<file path="config.mk">
export PLATFORM = sky130hd
export DESIGN_NAME = pcie_tlp_tx_arbiter
export DESIGN_NICKNAME = d
export VERILOG_FILES = /design/src/rtl/pcie_tlp_tx_arbiter.sv
export SDC_FILE = /design/constraint.sdc
export NUM_CORES = 1
export LEC_CHECK = 0
export CAP_MARGIN = 20
export CORE_AREA = 2 2 451 453
export CTS_CLUSTER_SIZE = 28
export DETAILED_ROUTE_END_ITERATION = 16
export DIE_AREA = 0 0 453 455
export GPL_TIMING_DRIVEN = 0
export HOLD_SLACK_MARGIN = 0.08
export SYNTH_ARGS = -nofsm -noshare
export SYNTH_HDL_FRONTEND = slang
export SYNTH_SLANG_ARGS = --single-unit
</file>
<file path="constraint.sdc">
create_clock -name clk -period 6.51 [get_ports clk]
set_input_delay 1.302 -clock clk [delete_from_list [all_inputs] [get_ports clk]]
set_output_delay 1.302 -clock clk [all_outputs]
set_load 0.005 [all_outputs]
</file>
<file path="src/rtl/pcie_tlp_tx_arbiter.sv">
// PCIe TL transmit scheduler: round-robin P/NP/CPL arbitration with
// per-type header/data flow-control credit accounting.
module pcie_tlp_tx_arbiter #(
  parameter int PIPE_DATA_WIDTH = 256,
  parameter int CREDIT_DEPTH    = 12,
  parameter int HDR_CRED_W      = 8,
  parameter int HDR_CRED_INIT   = 32,
  parameter int DATA_CRED_INIT  = 256
) (
  input  logic                         clk,
  input  logic                         rst_n,
  input  logic [2:0]                   src_valid,
  output logic [2:0]                   src_ready,
  input  logic [3*PIPE_DATA_WIDTH-1:0] src_data,
  input  logic [2:0]                   src_last,
  input  logic [3*CREDIT_DEPTH-1:0]    src_dcred,
  output logic                         tlp_valid,
  input  logic                         tlp_ready,
  output logic [PIPE_DATA_WIDTH-1:0]   tlp_data,
  output logic                         tlp_last,
  output logic [1:0]                   tlp_src,
  input  logic                         crd_upd_valid,
  input  logic [1:0]                   crd_upd_type,
  input  logic [HDR_CRED_W-1:0]        crd_upd_hdr,
  input  logic [CREDIT_DEPTH-1:0]      crd_upd_data,
  output logic [3*HDR_CRED_W-1:0]      hdr_cred,
  output logic [3*CREDIT_DEPTH-1:0]    data_cred
);

  localparam int W  = PIPE_DATA_WIDTH;
  localparam int CD = CREDIT_DEPTH;
  localparam int HW = HDR_CRED_W;
  localparam logic [HW:0] H_ONE = (HW+1)'(1);

  typedef enum logic {
    S_IDLE,
    S_XFER
  } state_e;

  state_e        state_q, state_d;
  logic [1:0]    rr_ptr_q, rr_ptr_d;
  logic [1:0]    sel_q, sel_d;
  logic [HW-1:0] hdr_q [3];
  logic [HW-1:0] hdr_d [3];
  logic [CD-1:0] dat_q [3];
  logic [CD-1:0] dat_d [3];

  logic [3:0]    elig;
  logic          gnt_vld;
  logic [1:0]    gnt_idx;
  logic [1:0]    scan;
  logic          grant;
  logic [HW:0]   h_sum;
  logic [CD:0]   d_sum;

  function automatic logic [1:0] rr_next(input logic [1:0] p);
    return (p == 2'd2) ? 2'd0 : p + 2'd1;
  endfunction

  always_ff @(posedge clk) begin
    if (!rst_n) begin
      state_q  <= S_IDLE;
      rr_ptr_q <= '0;
      sel_q    <= '0;
      for (int i = 0; i < 3; i++) begin
        hdr_q[i] <= HW'(HDR_CRED_INIT);
        dat_q[i] <= CD'(DATA_CRED_INIT);
      end
    end else begin
      state_q  <= state_d;
      rr_ptr_q <= rr_ptr_d;
      sel_q    <= sel_d;
      for (int i = 0; i < 3; i++) begin
        hdr_q[i] <= hdr_d[i];
        dat_q[i] <= dat_d[i];
      end
    end
  end

  // A source may start only if one header and all its data credits fit.
  always_comb begin
    elig = '0;
    for (int i = 0; i < 3; i++) begin
      elig[i] = src_valid[i]
             && (hdr_q[i] != '0)
             && (dat_q[i] >= src_dcred[i*CD +: CD]);
    end
  end

  always_comb begin
    gnt_vld = 1'b0;
    gnt_idx = rr_ptr_q;
    scan    = rr_ptr_q;
    for (int k = 0; k < 3; k++) begin
      if (!gnt_vld && elig[scan]) begin
        gnt_vld = 1'b1;
        gnt_idx = scan;
      end
      scan = rr_next(scan);
    end
  end

  always_comb begin
    state_d  = state_q;
    rr_ptr_d = rr_ptr_q;
    sel_d    = sel_q;
    grant    = 1'b0;
    unique case (state_q)
      S_IDLE: begin
        if (gnt_vld) begin
          grant   = 1'b1;
          sel_d   = gnt_idx;
          state_d = S_XFER;
        end
      end
      S_XFER: begin
        if (tlp_valid && tlp_ready && tlp_last) begin
          state_d  = S_IDLE;
          rr_ptr_d = rr_next(sel_q);
        end
      end
      default: state_d = S_IDLE;
    endcase
  end

  // Consume is bounded by eligibility, so only the top end can overflow.
  always_comb begin
    h_sum = '0;
    d_sum = '0;
    for (int i = 0; i < 3; i++) begin
      h_sum = {1'b0, hdr_q[i]};
      d_sum = {1'b0, dat_q[i]};
      if (grant && (sel_d == 2'(i))) begin
        h_sum = h_sum - H_ONE;
        d_sum = d_sum - {1'b0, src_dcred[i*CD +: CD]};
      end
      if (crd_upd_valid && (crd_upd_type == 2'(i))) begin
        h_sum = h_sum + {1'b0, crd_upd_hdr};
        d_sum = d_sum + {1'b0, crd_upd_data};
      end
      hdr_d[i] = h_sum[HW] ? '1 : h_sum[HW-1:0];
      dat_d[i] = d_sum[CD] ? '1 : d_sum[CD-1:0];
    end
  end

  always_comb begin
    tlp_valid = 1'b0;
    tlp_last  = 1'b0;
    tlp_data  = '0;
    src_ready = '0;
    tlp_src   = sel_q;
    if (state_q == S_XFER) begin
      unique case (sel_q)
        2'd1: begin
          tlp_valid = src_valid[1];
          tlp_last  = src_last[1];
          tlp_data  = src_data[W +: W];
          src_ready = {1'b0, tlp_ready, 1'b0};
        end
        2'd2: begin
          tlp_valid = src_valid[2];
          tlp_last  = src_last[2];
          tlp_data  = src_data[2*W +: W];
          src_ready = {tlp_ready, 2'b00};
        end
        default: begin
          tlp_valid = src_valid[0];
          tlp_last  = src_last[0];
          tlp_data  = src_data[0 +: W];
          src_ready = {2'b00, tlp_ready};
        end
      endcase
    end
  end

  always_comb begin
    hdr_cred  = '0;
    data_cred = '0;
    for (int i = 0; i < 3; i++) begin
      hdr_cred[i*HW +: HW]  = hdr_q[i];
      data_cred[i*CD +: CD] = dat_q[i];
    end
  end

endmodule

</file>
# Word level (Yosys, flattened, before mapping)

Memory sizes are Yosys's and may differ from the RTL's.
Index checks and enable logic that the tools add are counted.

Bits of input ports: 836
Register bits: 5
RAM bits: 60
Logic and storage cells: 119
Output and inout bits: 323
Memories: 2

Memories:

| name  | words | width | read ports | clocked after memory_dff | wr ports | line | source |
|---|---|---|---|---|---|---|---|
| dat_q | 3     | 12    | 3          | 0                        | 3        | 45   | `logic [CD-1:0] dat_q [3];` |
| hdr_q | 3     | 8     | 3          | 0                        | 3        | 43   | `logic [HW-1:0] hdr_q [3];` |

Multiplexer cells: 54
Reduce and logical (&&, ||, !) cells: 24
Magnitude comparators: 6
Bitwise operators: 7
Equal/unequal tests: 8
Add/subtract/negate cells: 15

Operator list:

| kind                                                       | count |
|---|---|
| one-hot mux 256 bit (2 select lines)                       | 1 |
| 2-to-1 mux 256 bit                                         | 1 |
| 2-to-1 mux 13 bit                                          | 6 |
| 2-to-1 mux 12 bit                                          | 6 |
| 2-to-1 mux 9 bit                                           | 6 |
| 2-to-1 mux 8 bit                                           | 6 |
| adder 13 x 12 -> 13 bit                                    | 3 |
| subtractor 12 x 12 -> 13 bit                               | 3 |
| >= comparator 12 bit                                       | 3 |
| adder 9 x 8 -> 9 bit                                       | 3 |
| subtractor 8 x 1 -> 9 bit, second input constant           | 3 |
| nonzero test 8 bit                                         | 3 |
| logical AND 1 bit                                          | 16 |
| 2-to-1 mux 2 bit                                           | 7 |
| 2-to-1 mux 1 bit                                           | 13 |
| equality test 2 bit, second input constant                 | 5 |
| less-than comparator 2 x 3 -> 1 bit, second input constant | 3 |
| adder 2 x 1 -> 2 bit, second input constant                | 3 |
| binary-select mux 1 bit (select 2 bit)                     | 3 |
| equality test 2 x 1 -> 1 bit, second input constant        | 3 |
| bitwise OR 1 bit                                           | 6 |
| one-hot mux 1 bit (2 select lines)                         | 3 |
| one-hot mux 3 bit (2 select lines)                         | 1 |
| logical NOT 2 bit                                          | 2 |
| other kinds (4)                                            | 5 |

# Depth between registers and ports, before layout

Gate-level depths: netlist of run 1.
An unclocked memory read counts as a cell.

Word-level depth: 22
Gate-level depth with buffers: 22
Mapped depth without buffers: 21

# Least setup slack after synthesis of run 1

No wires, ideal clock.

Path type: input to register
From: input src_dcred[30]
To: memory dat_q[0][8] (netlist bit)
Library setup time: 0.145 ns
Buffers on the path: 2
Required time: 6.365 ns
Slack: 0.437 ns
Data arrival time: 5.928 ns
Cell stages on the path: 22
Cells stage by stage: inv_1 > ha_1 > a21o_1 > or3_1 > o211ai_2 > a21oi_1 > a211oi_1 > o21ai_1 > clkbuf_1 > mux2i_1 > ha_1 > fa_1 > a21o_1 > a21oi_1 > o21ai_0 > o41a_1 > a41o_1 > o31ai_1 > xor2_1 > inv_1 > clkbuf_1 > o2111ai_1

RTL lines:

| what               | line | source |
|---|---|---|
| start: declaration | 16   | `input logic [3*CREDIT_DEPTH-1:0] src_dcred,` |
| end: declaration   | 45   |  |

==> qor.txt, run 1 <==
number of buffers created by CTS - 9
mean routed wirelength per cell - 42.28 microns
via count of the first global-routing pass - 21590
number of flops mapped to enable cells by yosys - 0
cell type with the highest aggregate area in the netlist - sky130_fd_sc_hd__o211a_1
path type of the worst min-delay path - reg -> reg
Arr. time, crit path - 6600 ps
Clk pin slew, worst setup/hold paths - 60 ps
flop and latch count out of synthesis - 65
Setup crit start kind - input port
fraction of layout instances using a drive strength above 1 - 0.04641
CTS max path bufs - 2
sinks on the clock net - 65
worst-path fanout max - 10
xor-xnor portion of the synthesized cell area - 0.05637
share of synthesized area spent on multiplexers - 0.03263
drt via density - 3.948
dominant combinational cell family by area after synthesis - compound AO/OA/AOI/OAI gates
Post-Synthesis Cells - 1893
total power per unit cell area - 377.5 nW/um^2
remaining max-slew budget at the tightest pin - 0.2375
clock tree root driver cell - sky130_fd_sc_hd__clkbuf_16
syn avg cell area - 7.293 sq um
total half-perimeter wirelength after legalization and detailed placement - 227400 microns
TritonCTS clock tree - done
vertical extent of the die - 455 microns
peak supply drop - 0.1419 mV
Std-Cell Core Area - 201300 sq um
Antenna Violating Nets Remaining - 0
Overall Global Routing Usage - 0.2267
depth of the CTS H-tree - 3
hold violation total from the final report - 0
outcome - completed
initial cell density of the core - 0.06859
async set-reset flop share out of synthesis - 0
most frequent cell after synthesis - sky130_fd_sc_hd__nand2_1
post-synthesis compound-gate area fraction - 0.4679
setup total negative slack - 0 ps
Post-Synthesis Net Count - 2841
number of top-level pins - 1159
simple-gate portion of the synthesized area - 0.1726
clock latency at the later pin of the worst-skew pair - 350 ps
Remaining Overflow, GRT - 0
row count - 165
area growth from synthesis to layout - 114.5%
flip-flop cell with the highest count after synthesis - sky130_fd_sc_hd__dfxtp_1
internal reg-to-reg setup slack - 1080 ps
number of optimization iterations in the first detailed-route pass - 6
slew at the pin closest to its max-slew limit - 1144 ps
Crit. End Element - flop
Post-Layout Inst Area - 29620 sq um
count of final max-slew check failures - 0
worst slack at placement - -1454 ps
number of design rule violations left after detail routing - 0
count of maximum capacitance violations - 0
instance area at placement - 28860 sq um
Cell variety after synth - 78
worst setup path class - in -> reg
Net count, final - 4024
dominant cells by area after synthesis - sky130_fd_sc_hd__o211a_1 (19%), sky130_fd_sc_hd__a22oi_1 (14%), sky130_fd_sc_hd__dfxtp_1 (9.4%)
die area - 206100 sq um
sequential-to-total area share from yosys stat - 0.09425
top cell types by occurrence after synthesis - sky130_fd_sc_hd__nand2_1 (331), sky130_fd_sc_hd__a22oi_1 (258), sky130_fd_sc_hd__o211a_1 (258)
setup slack after layout - 158.5 ps
total length of routed wires - 246200 microns
warnings from Yosys - 0
vias after detailed routing - 22990
width of the die - 453 microns
share of synthesized cell area in full adder, half adder and majority cells - 0.1064
Static Leakage - 12.51 nW
Setup violations, final - 0
post-synthesis cell area - 13810 sq um
number of antenna violations at the first check in global routing - 207
highest clock frequency the design can meet - 0.1574 GHz
time the worst path needs with I/O delays and setup - 6351 ps
final weighted congestion in routability-driven placement - 1.011
largest clock skew in the final design - 13.39 ps
required time of the worst setup path - 6760 ps
number of design-rule violations left by the first detailed-router iteration - 2002
IO buf count - 1157
largest net degree at the start of global routing - 11
wire length of the first global-routing pass - 289900 microns
final worst path period share - 0.9757
Synth top area share - 0.1871
-- sequential cells by signal (all words and copies together), names as in the netlist --
register  count
state_q       1
hdr_q        24
tlp_src       2
dat_q        36
rr_ptr_q      2
-- final timing paths --
| path | endpoint | startpoint | depth (start not counted) |
|---|---|---|---|
| setup / recovery | dat_q[0][18] | src_dcred[30] | 23 |
| hold / removal | tlp_src[1] | tlp_src[1] | 2 |
| setup reg to reg | dat_q[0][18] | hdr_q[0][16] | 22 |
| hold reg to reg | tlp_src[1] | tlp_src[1] | 2 |
-- power by group --
part           internal (W)  switching [W]
Clock              0.000299       0.000213
Combinational       0.00366        0.00629
Sequential         0.000524       0.000193
-- logic make-up (layout without fill, tap and decap cells) --
logic type               count (synthesis)  count (layout)
multiplexers                            41              41
AO/OA/AOI/OAI                          799             799
XOR/XNOR                                88              88
AND/OR/NAND/NOR                        537             537
buffers and inverters                  251            1439
adder cells (fa/ha/maj)                112             112
flip-flops                              65              65
other                                    0              69
-- critical path: stages --
cell                              delay, ps
sky130_fd_sc_hd__clkdlybuf4s50_1        460
sky130_fd_sc_hd__inv_1                   70
sky130_fd_sc_hd__ha_2                   320
sky130_fd_sc_hd__a21o_1                 210
sky130_fd_sc_hd__or3_4                  360
sky130_fd_sc_hd__o211ai_4               270
sky130_fd_sc_hd__a21oi_1                110
sky130_fd_sc_hd__o31a_1                 380
sky130_fd_sc_hd__nor3_4                 270
sky130_fd_sc_hd__buf_6                  200
sky130_fd_sc_hd__mux2i_1                340
sky130_fd_sc_hd__ha_1                   300
sky130_fd_sc_hd__fa_1                   250
sky130_fd_sc_hd__a21o_1                 150
sky130_fd_sc_hd__a21oi_2                 80
sky130_fd_sc_hd__o211ai_1               250
sky130_fd_sc_hd__nand3_1                190
sky130_fd_sc_hd__a211oi_1               340
sky130_fd_sc_hd__o31ai_2                110
sky130_fd_sc_hd__buf_4                  160
sky130_fd_sc_hd__xor2_2                 140
sky130_fd_sc_hd__buf_4                  180
sky130_fd_sc_hd__a31oi_1                160
-- metal layers --
| layer | share of wire | track usage | vias up |
|---|---|---|---|
| li1 | - | - | 9650 |
| met1 | 0.31 | 0.2112 | 11220 |
| met2 | 0.52 | 0.4178 | 1516 |
| met3 | 0.084 | 0.07378 | 558 |
| met4 | 0.077 | 0.1563 | 40 |
| met5 | 0.0011 | 0.007813 | - |
-- layout make-up --
cell class,count,area [sq um]
Tap cell,2672,3343
Timing Repair Buffer,1172,11760
Fill cell,23020,171700
Clock inverter,2,10.01
Sequential cell,65,1301
Inverter,83,311.5
Multi-Input combinational cell,1577,11760
Buffer,168,679.4
Antenna cell,69,172.7
Clock buffer,14,284.0
-- repair_timing --
item | CTS | global route
hold endpoints to repair | 0 | 0
gates cloned | 0 | 0
resized for setup | 24 | 33
buffers inserted | 2 | 5
hold buffers | 0 | 0
endpoints found under the setup margin | 42 | 51
pin swaps | 3 | 9
-- stage by stage --
| stage | hold slack (ps) | utilization | cells | total power, W |
|---|---|---|---|---|
| 2_1_floorplan | 509.0 | - | 1893 | 0.004770 |
| 3_3_place_gp | 535.8 | 0.1427 | 5722 | 0.01037 |
| 3_5_place_dp | 545.4 | 0.1434 | 5730 | 0.01044 |
| 4_1_cts | 554.8 | 0.1455 | 5748 | 0.01107 |
| 5_1_grt | 592.2 | 0.1469 | 5805 | 0.01172 |
| 6_report | 548.9 | 0.1471 | 5822 | 0.01118 |
-- layout by cell type, fill, tap and decap left out, drive strengths merged, types with 10 or more instances in the layout --
| cell | netlist | layout |
|---|---|---|
| clkdlybuf4s50 | 0 | 1156 |
| nand2 | 331 | 331 |
| a22oi | 258 | 258 |
| o211a | 258 | 258 |
| clkbuf | 151 | 164 |
| ha | 103 | 103 |
| inv | 82 | 82 |
| nor2 | 80 | 80 |
| a21oi | 77 | 77 |
| diode | 0 | 69 |
| dfxtp | 65 | 65 |
| o21ai | 62 | 62 |
| xnor2 | 55 | 55 |
| xor2 | 33 | 33 |
| buf | 17 | 33 |
| mux2 | 32 | 32 |
| nor3 | 29 | 29 |
| a21o | 28 | 28 |
| nand3 | 21 | 21 |
| o221a | 18 | 18 |
| a31oi | 15 | 15 |
| o21a | 11 | 11 |
| a211oi | 11 | 11 |
| or3 | 11 | 11 |
| nor2b | 10 | 10 |
Power figures use the tool's default switching activity.
==> run 2: changes to the inputs <==
==> constraint.sdc (replaced) <==
create_clock -name clk -period 6.51 [get_ports clk]
set_input_delay 1.6275 -clock clk [delete_from_list [all_inputs] [get_ports clk]]
set_output_delay 1.6275 -clock clk [all_outputs]
set_load 0.005 [all_outputs]
==> qor.txt, run 2 (synthesized netlist as in run 1, its figures left out) <==
most common cell after layout, fill and taps aside - sky130_fd_sc_hd__clkdlybuf4s50_1
area growth from synthesis to layout - 117.8%
Clk pin slew, worst setup/hold paths - 60 ps
wire length of the first global-routing pass - 290400 microns
TritonCTS clock tree - done
worst-path fanout max - 5
total power per unit cell area - 379.6 nW/um^2
Static Leakage - 12.67 nW
slew at the pin closest to its max-slew limit - 1124 ps
largest clock skew in the final design - 13.43 ps
Critical R2R Capture - dat_q[0][23]
remaining max-slew budget at the tightest pin - 0.2509
Overall Global Routing Usage - 0.2270
number of optimization iterations in the first detailed-route pass - 8
hold-critical path endpoint - tlp_src[1]
Regs by FF count - dat_q (36), hdr_q (24)
die area - 206100 sq um
row count - 165
switching share of total power - 0.5955
Clock Power Share - 0.045
initial cell density of the core - 0.06859
commonest cells after routing, fill and taps aside - sky130_fd_sc_hd__clkdlybuf4s50_1 (1155), sky130_fd_sc_hd__nand2_1 (327), sky130_fd_sc_hd__a22oi_1 (258), sky130_fd_sc_hd__o211a_1 (258), sky130_fd_sc_hd__clkbuf_1 (145)
Internal Power - 0.004617 W
time the worst path needs with I/O delays and setup - 6396 ps
Remaining Overflow, GRT - 0
number of top-level pins - 1159
required time of the worst setup path - 6760 ps
launching point of the worst reg2reg path - hdr_q[0][16]
internal reg-to-reg setup slack - 1330 ps
number of antenna violations at the first check in global routing - 204
total half-perimeter wirelength after legalization and detailed placement - 227400 microns
number of buffers created by CTS - 9
setup slack after layout - 113.8 ps
top register by number of flip-flops - dat_q
total of fill cells in the finished design - 22980
number of design-rule violations left by the first detailed-router iteration - 2185
vias after detailed routing - 23110
number of design rule violations left after detail routing - 0
largest net degree at the start of global routing - 11
Net count, final - 4050
Antenna Violating Nets Remaining - 0
Worst Min Path Start - tlp_src[1]
count of final max-slew check failures - 0
count of maximum capacitance violations - 0
CTS max path bufs - 2
Worst R2R Path Depth - 21
worst setup path class - in -> reg
clock latency at the later pin of the worst-skew pair - 350 ps
drt via density - 3.950
path type of the worst min-delay path - reg -> reg
final core utilization - 0.1494
Setup violations, final - 0
Crit. End Element - flop
outcome - completed
Setup crit start kind - input port
hold violation total from the final report - 0
fraction of layout instances using a drive strength above 1 - 0.06244
width of the die - 453 microns
total length of routed wires - 247200 microns
peak supply drop - 0.1399 mV
vertical extent of the die - 455 microns
relative contribution of sequential cells to total power - 0.064
Std-Cell Core Area - 201300 sq um
depth of the CTS H-tree - 3
final weighted congestion in routability-driven placement - 1.011
highest clock frequency the design can meet - 0.1563 GHz
via count of the first global-routing pass - 21650
sinks on the clock net - 65
worst slack at placement - -1780 ps
IO buf count - 1157
share of power burned in combinational logic - 0.892
clock tree root driver cell - sky130_fd_sc_hd__clkbuf_16
final worst path period share - 0.9825
Arr. time, crit path - 6650 ps
max reg flops - 36
Final Hold Slack - 547.7 ps
cell depth of the worst hold path - 2
mean routed wirelength per cell - 42.26 microns
Net Sw Power - 0.006796 W
## run 2: repair_timing
item | 4_1_cts | 5_1_grt
gates resized for setup | 52 | 52
hold buffers | 0 | 0
hold endpoints to repair | 0 | 0
buffers inserted | 8 | 23
setup endpoints to repair | 68 | 52
pin swaps | 10 | 27
gates cloned | 0 | 2
## run 2: worst max path at each step
| stage | from | end | slack [ps] |
|---|---|---|---|
| after floorplan | src_dcred[30] | dat_q[0][8] | 110 |
| after global placement | src_dcred[14] | dat_q[0][8] | -1700 |
| after detailed placement | src_dcred[13] | dat_q[0][8] | -1780 |
| after CTS | src_dcred[30] | dat_q[0][18] | 30 |
| after global routing | src_dcred[25] | dat_q[0][23] | -60 |
| final | src_dcred[25] | dat_q[0][23] | 110 |
## run 2: layer usage
layer,global-route usage,share of wire
met5,0.007813,0.0011
met4,0.1568,0.078
met3,0.07316,0.084
met2,0.4179,0.52
met1,0.2120,0.31
## run 2: critical path, cell delays in order
cell and delay (ps):
sky130_fd_sc_hd__clkdlybuf4s50_1 450, sky130_fd_sc_hd__inv_1 70, sky130_fd_sc_hd__ha_1 300, sky130_fd_sc_hd__nor2b_1 140, sky130_fd_sc_hd__o31a_1 390, sky130_fd_sc_hd__o211ai_4 300
sky130_fd_sc_hd__a21oi_1 110, sky130_fd_sc_hd__o31a_1 410, sky130_fd_sc_hd__nor3_4 270, sky130_fd_sc_hd__buf_4 170, sky130_fd_sc_hd__buf_2 180, sky130_fd_sc_hd__mux2_2 410
sky130_fd_sc_hd__ha_4 190, sky130_fd_sc_hd__nor3_1 170, sky130_fd_sc_hd__o21ai_0 120, sky130_fd_sc_hd__a31oi_1 280, sky130_fd_sc_hd__nor2b_1 90, sky130_fd_sc_hd__o21a_1 230
sky130_fd_sc_hd__o41ai_2 280, sky130_fd_sc_hd__xnor2_1 180, sky130_fd_sc_hd__nand2_1 80, sky130_fd_sc_hd__a31oi_1 190
## run 2: power by group through the flow
stage	sequential (W)	clock [W]	combinational, W
finish	0.000726	0.000511	0.0102
global route	0.000738	0.000528	0.0107
CTS	0.000717	0.000516	0.00990
detailed placement	0.000718	0	0.00973
global placement	0.000722	0	0.00965
floorplan	0.000642	0	0.00413
## run 2: stage by stage
| step | instances | cell area [sq um] | power, W | setup TNS [ps] |
|---|---|---|---|---|
| after floorplan | 1893 | 13810 | 0.004770 | 0 |
| after global placement | 5722 | 28730 | 0.01037 | -54550 |
| after detailed placement | 5730 | 28860 | 0.01044 | -54820 |
| after CTS | 5754 | 29440 | 0.01114 | 0 |
| after global routing | 5829 | 30020 | 0.01193 | -158.5 |
| final | 5850 | 30070 | 0.01141 | 0 |
## run 2: cell type report
type | count | area, sq um | share of cell area
buffer | 168 | 700.7 | 0.02330
timing repair buffer | 1198 | 11960 | 0.3977
multi-input combinational | 1577 | 11980 | 0.3985
sequential | 65 | 1301 | 0.04328
tap | 2672 | 3343 | 0.1112
inverter | 83 | 311.5 | 0.01036
clock buffer | 14 | 284.0 | 0.009446
clock inverter | 2 | 10.01 | 0.0003329
antenna | 71 | 177.7 | 0.005909
